## src/rtl/rmst_trans_arbiter_pkg.sv

```systemverilog
// Shared types and elaboration helpers for the read-master transaction arbiter.
// The state encoding is fixed so that it reads the same in waveform dumps across the project.
package rmst_trans_arbiter_pkg;

  typedef enum logic [1:0] {
    ARB_IDLE  = 2'b00,
    ARB_ISSUE = 2'b01,
    ARB_WAIT  = 2'b10
  } arb_state_t;

  function automatic int clog2(input int value);
    int r;
    r = 0;
    for (int i = 0; i < 31; i++) begin
      if ((1 << i) < value) r = i + 1;
    end
    return r;
  endfunction

  function automatic bit params_legal(input int nr, input int gw);
    return (nr >= 2) && (nr <= 4) && (gw >= clog2(nr));
  endfunction

endpackage

```

## src/rtl/rmst_trans_arbiter_rr_pick.sv

```systemverilog
// Combinational rotating-priority encoder: first pending requester after last_grant, with wrap-around.
module rr_pick
  import rmst_trans_arbiter_pkg::*;
#(
  parameter int NR = 3,
  parameter int GW = 2
) (
  input  logic [NR-1:0] pending,
  input  logic [GW-1:0] last_grant,
  output logic          any,
  output logic [GW-1:0] winner
);

  logic found;

  // The outer loop walks the priority order; the inner loop keeps every bit select constant.
  always_comb begin
    any    = |pending;
    winner = '0;
    found  = 1'b0;
    for (int k = 1; k <= NR; k++) begin
      for (int j = 0; j < NR; j++) begin
        if (!found && (j == ((int'(last_grant) + k) % NR)) && pending[j]) begin
          winner = GW'(j);
          found  = 1'b1;
        end
      end
    end
  end

endmodule

```

## src/rtl/rmst_trans_arbiter.sv

```systemverilog
// Shares one Avalon read-master transaction engine between NR load controllers,
// queuing 1-cycle requests and granting them round-robin.
module rmst_trans_arbiter
  import rmst_trans_arbiter_pkg::*;
#(
  parameter int NR = 3,
  parameter int GW = 2,
  parameter int DW = 32,
  parameter int AW = 12
) (
  input  logic             clk,
  input  logic             rst,
  input  logic [NR-1:0]    req_trans_start,
  input  logic [NR*DW-1:0] req_raddr,
  input  logic [NR*AW-1:0] req_iolen,
  output logic [NR-1:0]    req_trans_done,
  output logic             mst_trans_start,
  output logic [DW-1:0]    mst_raddr,
  output logic [AW-1:0]    mst_iolen,
  input  logic             mst_trans_done,
  output logic [GW-1:0]    grant_id,
  output logic             busy,
  output logic             proto_err
);

  if (!params_legal(NR, GW)) begin : g_param_err
    $error("rmst_trans_arbiter: NR must be 2..4 and GW >= clog2(NR)");
  end

  arb_state_t    state;
  logic [NR-1:0] pending;
  logic [GW-1:0] last_grant;
  logic          any;
  logic [GW-1:0] winner;
  logic          done_fire;
  logic [NR-1:0] done_vec;
  logic [DW-1:0] win_addr;
  logic [AW-1:0] win_len;
  logic          dup_start;
  logic          stray_done;

  rr_pick #(.NR(NR), .GW(GW)) u_pick (
    .pending    (pending),
    .last_grant (last_grant),
    .any        (any),
    .winner     (winner)
  );

  assign done_fire  = (state == ARB_WAIT) && mst_trans_done;
  assign stray_done = mst_trans_done && (state != ARB_WAIT);
  // A re-request landing on the very edge that retires the same requester is legal, not a duplicate.
  assign dup_start  = |(req_trans_start & pending & ~done_vec);

  always_comb begin
    done_vec = '0;
    win_addr = '0;
    win_len  = '0;
    for (int i = 0; i < NR; i++) begin
      if (grant_id == GW'(i)) done_vec[i] = done_fire;
      if (winner == GW'(i)) begin
        win_addr = req_raddr[i*DW +: DW];
        win_len  = req_iolen[i*AW +: AW];
      end
    end
  end

  // Set has priority over clear so a same-edge re-request is never lost.
  always_ff @(posedge clk or posedge rst) begin
    if (rst) pending <= '0;
    else     pending <= (pending & ~done_vec) | req_trans_start;
  end

  always_ff @(posedge clk or posedge rst) begin
    if (rst)                          proto_err <= 1'b0;
    else if (dup_start || stray_done) proto_err <= 1'b1;
  end

  // Grants wait while req_trans_done is still high, so the finished requester
  // sees its completion before the shared master is handed to anyone else.
  always_ff @(posedge clk or posedge rst) begin
    if (rst) begin
      state           <= ARB_IDLE;
      last_grant      <= GW'(NR - 1);
      grant_id        <= '0;
      mst_raddr       <= '0;
      mst_iolen       <= '0;
      mst_trans_start <= 1'b0;
      busy            <= 1'b0;
      req_trans_done  <= '0;
    end else begin
      req_trans_done  <= done_vec;
      mst_trans_start <= 1'b0;
      unique case (state)
        ARB_IDLE: begin
          if (any && (req_trans_done == '0)) begin
            state           <= ARB_ISSUE;
            grant_id        <= winner;
            last_grant      <= winner;
            mst_raddr       <= win_addr;
            mst_iolen       <= win_len;
            mst_trans_start <= 1'b1;
            busy            <= 1'b1;
          end
        end
        ARB_ISSUE: state <= ARB_WAIT;
        ARB_WAIT: begin
          if (mst_trans_done) begin
            state <= ARB_IDLE;
            busy  <= 1'b0;
          end
        end
        default: begin
          state <= ARB_IDLE;
          busy  <= 1'b0;
        end
      endcase
    end
  end

endmodule

```

## config.mk

```make
export PLATFORM = sky130hd
export DESIGN_NAME = rmst_trans_arbiter
export DESIGN_NICKNAME = d
export VERILOG_FILES = /design/src/rtl/rmst_trans_arbiter_pkg.sv /design/src/rtl/rmst_trans_arbiter_rr_pick.sv /design/src/rtl/rmst_trans_arbiter.sv
export SDC_FILE = /design/constraint.sdc
export NUM_CORES = 1
export LEC_CHECK = 0
export ABC_AREA = 1
export CAP_MARGIN = 20
export CORE_AREA = 4 4 102 94
export CTS_BUF_LIST = sky130_fd_sc_hd__clkbuf_4 sky130_fd_sc_hd__clkbuf_8 sky130_fd_sc_hd__clkbuf_16
export DETAILED_ROUTE_END_ITERATION = 10
export DIE_AREA = 0 0 106 98
export GPL_TIMING_DRIVEN = 0
export PLACE_DENSITY = 0.85
export SLEW_MARGIN = 30
export SYNTH_ARGS = -nofsm -noshare
export SYNTH_HDL_FRONTEND = slang
export SYNTH_SLANG_ARGS = --single-unit
```

## constraint.sdc

```tcl
create_clock -name clk -period 4.7 [get_ports clk]
set_clock_uncertainty 0.05 [all_clocks]
set_input_delay 0.94 -clock clk [delete_from_list [all_inputs] [get_ports clk]]
set_output_delay 0.94 -clock clk [all_outputs]
set_load 0.01 [all_outputs]
```

Yosys cells after proc, flatten, opt, wreduce, memory -nomap -nowiden
Cells that the tools add are included.
Cells by class
  divide/modulo/power cells: 3
  mux-type cells: 33
  bitwise operators: 6
  add/subtract/negate cells: 3
  equality and inequality tests: 15
  reductions and logical operators: 41
Operators with widths (number)
  2-bit by 32-bit equality test with 1-bit output (first input constant): 3
  3-bit by 32-bit equality test with 1-bit output (first input constant): 3
  32-bit logical NOT: 3
  32-bit by 3-bit remainder unit with 32-bit output (second input constant): 3
  32-bit 2-to-1 mux: 3
  12-bit 2-to-1 mux: 3
  1-bit logical AND: 20
  2-bit 2-to-1 mux: 9
  1-bit 2-to-1 mux: 16
  3-bit bitwise AND: 3
  1-bit logical NOT: 8
  2-bit by 2-bit adder with 3-bit output (second input constant): 2
  2-bit by 1-bit equality test with 1-bit output (second input constant): 3
  2-bit equality test (second input constant): 3
  2-bit logical NOT: 3
  2-bit inequality test (second input constant): 3
  2-bit case mux with 3 select lines: 1
  3-bit OR reduction: 2
  2-bit AND reduction: 2
  2-bit by 1-bit adder with 3-bit output (second input constant): 1
  3-bit logical NOT: 1
  3-bit inverter: 1
  3-bit bitwise OR: 1
  1-bit case mux with 3 select lines: 1
  other kinds (3): 3
Storage, ports and cells
  input port bits: 138
  register bits: 59
  logic and storage cells: 111
  output and inout port bits: 52

Longest topological paths before layout
  depth after elaboration: 41
  mapped depth: 14
  depth with buffers taken out: 13

Hierarchy
From an unflattened synthesis, not the netlist that was laid out.
Unflattened totals
  cells, all modules: 477
  area total of the unflattened synthesis: 3218.1 µm²
By module, submodules not included
  rmst_trans_arbiter: cells each 440, seq. area each 1452.6 µm², times used 1, area an instance 3051.7 µm²
  rr_pick: cells each 37, seq. area each 0.0 µm², times used 1, area an instance 166.4 µm²

Worst setup path before layout
Ideal clock, no wire load.
  path kind: reg-to-reg
  from: register last_grant[1]
  to: register mst_raddr[11]
  arrival time: 1.814 ns
  period minus slack after synthesis: 1.977 ns
  slack: 2.723 ns
  setup time: 0.113 ns
  data required time: 4.537 ns
  stages on the path, launching flop included: 15
  buffers on the path: 2
  path through: dfstp_2 -> inv_1 -> ha_1 -> nand2_2 -> nand2_2 -> nor2_4 -> nand4_2 -> nor2_2 -> nor2_4 -> buf_6 -> buf_6 -> nand3_2 -> nand3_1 -> nand2_1 -> inv_1
On the way
  cells in the longest elaborated chain, start to end: 41
  elaborated cells on any way between the ends: 62
  classes of those cells: 3 x add/sub; 3 x div; 8 x eq/ne; 19 x mux; 29 x reduce/logical
RTL lines
  from (decl): RTL line rmst_trans_arbiter.sv:32  | logic [GW-1:0] last_grant;
  from (signal assigned): RTL line rmst_trans_arbiter.sv:83  | last_grant <= GW'(NR - 1);
  from (signal assigned): RTL line rmst_trans_arbiter.sv:98  | last_grant <= winner;
  2-bit by 1-bit adder with 3-bit output: RTL line rmst_trans_arbiter_rr_pick.sv:23  | if (!found && (j == ((int'(last_grant) + k) % NR)) && pending[j]) begin
  32-bit by 3-bit remainder unit with 32-bit output: RTL line rmst_trans_arbiter_rr_pick.sv:23
  32-bit logical NOT: RTL line rmst_trans_arbiter_rr_pick.sv:23
  1-bit logical AND: RTL line rmst_trans_arbiter_rr_pick.sv:23
  1-bit 2-to-1 mux: RTL line rmst_trans_arbiter_rr_pick.sv:23
  1-bit logical NOT: RTL line rmst_trans_arbiter_rr_pick.sv:23
  1-bit logical AND (2 in a row): RTL line rmst_trans_arbiter_rr_pick.sv:23
  1-bit 2-to-1 mux: RTL line rmst_trans_arbiter_rr_pick.sv:23
  [21 not listed]
  1-bit logical AND (2 in a row): RTL line rmst_trans_arbiter_rr_pick.sv:23
  1-bit 2-to-1 mux: RTL line rmst_trans_arbiter_rr_pick.sv:23
  1-bit logical NOT: RTL line rmst_trans_arbiter_rr_pick.sv:23
  1-bit logical AND (2 in a row): RTL line rmst_trans_arbiter_rr_pick.sv:23
  2-bit 2-to-1 mux *: RTL line rmst_trans_arbiter_rr_pick.sv:23
  2-bit logical NOT: RTL line rmst_trans_arbiter.sv:60  | if (winner == GW'(i)) begin
  32-bit 2-to-1 mux (2 in a row): RTL line rmst_trans_arbiter.sv:60
  32-bit 2-to-1 mux *: RTL line rmst_trans_arbiter.sv:60
  to (signal assigned): RTL line rmst_trans_arbiter.sv:99  | mst_raddr <= win_addr;
  to (decl): RTL line rmst_trans_arbiter.sv:18  | output logic [DW-1:0] mst_raddr,
Every way passes the cells marked *; elsewhere a longest branch is shown, timed or not.
A chain may end at the register's enable or synchronous reset.

Worst setup path in the final report
  from: register grant_id[0]
  to: output port grant_id[0]
RTL lines
  from (decl): RTL line rmst_trans_arbiter.sv:21  | output logic [GW-1:0] grant_id,
  from (signal assigned): RTL line rmst_trans_arbiter.sv:97  | grant_id <= winner;
No word-level cell between the ends.

==> impl_metrics.toml <==
[timing]
period_share_pct = 50.72
slew_headroom_pct = 62.01
hold_violations = 0
max_freq_mhz = 419.5
setup_viol = 0
fin_tns_setup_ns = 0
worstMarginPinSlew_ns = 0.5698
worst_slack_ns = 2.316
maxSlewViolCount = 0
min_period_ns = 2.384
rsz0062_at_grt = "false"

[grt]
grt_pass1_wl_um = 20220
grt_overflow = 0
track_usage_pct = 24.28
antenna_found_initial = 0
grt_pass1_vias = 4253
grt_max_degree = 35

[route]
antenna_left = 0
viasPerCell = 4.899
drtIter0Drc = 201
vias = 4042
drt-total-wl_um = 12600
drc_errors = 0
drtPass1Iterations = 5
wl_per_cell_um = 15.28

[worst_setup_path]
start_kind = "flop"
cp_max_fo = 4
cp-end-kind = "primary output"
worst_ep_arrival_time_ns = 1.39
worst-setup-path-type = "flop to primary output"
cp.required_ns = 3.71

[die]
die_h_um = 98
ioPinCount = 190
core-area_um2 = 8488
initial_core_util_pct = 42.19
rows = 32
die_w_um = 106
die_area_um2 = 10390

[cells_and_area]
drive_gt1_share_pct = 14.02
stdcell_count = 825
area.growth.synth_to_final_pct = 63.45
n_antenna_cell = 0
final_cell_mix = "clkdlybuf4s50_1 (189), nand2_1 (105), inv_1 (74)"
nets = 841
layout_commonest_cell = "clkdlybuf4s50_1"

[placement]
place_inst = 809
port-buffer-count = 189
hpwlAfterDp_um = 9720
place_congestion = 0.8217
place_ws_ns = 2.263

[synthesis]
yosysWarnings = 0
ys_seq_elements = 58
ys.flop_type = "dfrtp_1"
async_flop_share_pct = 100.0
seq_area_frac_synth_pct = 40.57
syn_nets = 640
synth_edf_count = 0
syn_inst = 500
synth.distinct_cells = 28
netlist_area_um2 = 3581
synth.avg_cell_area_um2 = 7.162

[power]
power.internal_mw = 2.266
p_per_area_nw_per_um2 = 736.1
p_sw_share_pct = 47.40
clock_power_share_pct = 11.3
p_sw_mw = 2.042
p_leak_nw = 2.813
worst_ir_drop_vdd_uv = 319.7
pwr-share-seq_pct = 20.2
combPwrFrac_pct = 68.4

[clock_tree]
cts.hold.buffers_added = 0
clkTransAtPathRegs_ns = 0.07
post_cts_buffers = 0
cts_resized = 0
cts_buffer_depth = 2
clk_latency_ns = 0.33
numCtsBuffers = 9
cts_tree = "built"
cts.sinks = 58
clockRootBuffer = "clkbuf_8"
h-tree-depth = 3

[worst_hold_path]
hp-class = "flop to flop"

[status]
outcome = "completed"

[run]
maxCapViolCount = 0
-- final timing paths --
path	start	end	slack (ns)	cells past startpoint
setup / recovery	grant_id[0]	grant_id[0]	2.32	2
hold / removal	mst_iolen[8]	mst_iolen[8]	0.43	2
setup reg to reg	grant_id[0]	mst_raddr[6]	2.33	13
hold reg to reg	mst_iolen[8]	mst_iolen[8]	0.43	2
max in group asynchronous	rst	last_grant[1]	3.15	3
min in group asynchronous	rst	mst_iolen[2]	0.89	2
-- registers in the layout, summed over array words and instances, names as in the netlist, 2 cells and up --
signal	flops
mst_raddr	32
state	2
grant_id	2
mst_iolen	12
req_trans_done	3
pending	3
-- cell type report --
class,count,area (µm²)
fillers,717,2635
repair buffers,190,1912
multi-input cells,335,1669
flip-flops and latches,58,1453
inverters,80,302.8
clock buffers,14,173.9
plain buffers,27,158.9
well taps,119,148.9
clock inverters,2,35.03
-- power groups by stage --
stage	Sequential, mW	Clock (mW)	Combinational (mW)
after floorplan	0.961	0	1.75
after global placement	0.866	0	2.86
after detailed placement	0.875	0	2.94
after CTS	0.871	0.493	2.95
after global routing	0.902	0.520	3.26
final	0.872	0.487	2.95
-- per-stage QoR --
| stage | hold WS, ns | power [mW] | area (µm²) | util, % |
|---|---|---|---|---|
| after global routing | 0.4589 | 4.684 | 5853 | 68.96 |
| after CTS | 0.4329 | 4.315 | 5853 | 68.96 |
| after global placement | 0.4148 | 3.726 | 5622 | 66.23 |
| final | 0.4311 | 4.309 | 5853 | 68.96 |
| after floorplan | 0.4367 | 2.713 | 3581 | - |
| after detailed placement | 0.4152 | 3.812 | 5644 | 66.49 |
-- worst max-delay path, cell delays in order, from the launching register on --
cell             delay, ns
dfrtp_1               0.41
buf_4                 0.13
clkdlybuf4s50_1       0.52
-- kinds of logic (layout without fill, tap and decap cells) --
logic type	count (synthesis)	in the layout	share of synthesized area (%)
adder cells (fa/ha/maj)	2	2	0.6987
buffers and inverters	107	313	12.82
AND/OR/NAND/NOR	267	267	36.48
flip-flops	58	58	40.57
AO/OA/AOI/OAI	66	66	9.434
-- Yosys cell counts, types with 4 or more instances --
master      n  area [µm²]
nand2_1   105       394.1
inv_1      75       281.5
dfrtp_1    57        1426
nor2_1     49       183.9
nand3_1    48       240.2
a21oi_1    32       160.2
o21ai_1    28       140.1
or2_2      26       162.7
nand3_2    16       160.2
buf_2      10       50.05
clkbuf_1    8       30.03
buf_4       6       45.04
inv_2       5       18.77
nand2_2     5       31.28
o21ai_0     4       20.02
or2_1       4       25.02
-- layer usage --
layer | part of all wire, % | global-route usage [%] | vias up
met3 | 8.0 | 5.221 | 29
met4 | 2.9 | 10.26 | 0
met2 | 50 | 42.75 | 201
met1 | 39 | 28.62 | 1858
li1 | - | - | 1954
met5 | 0 | 0 | -
(Power assumes the default switching activity.)
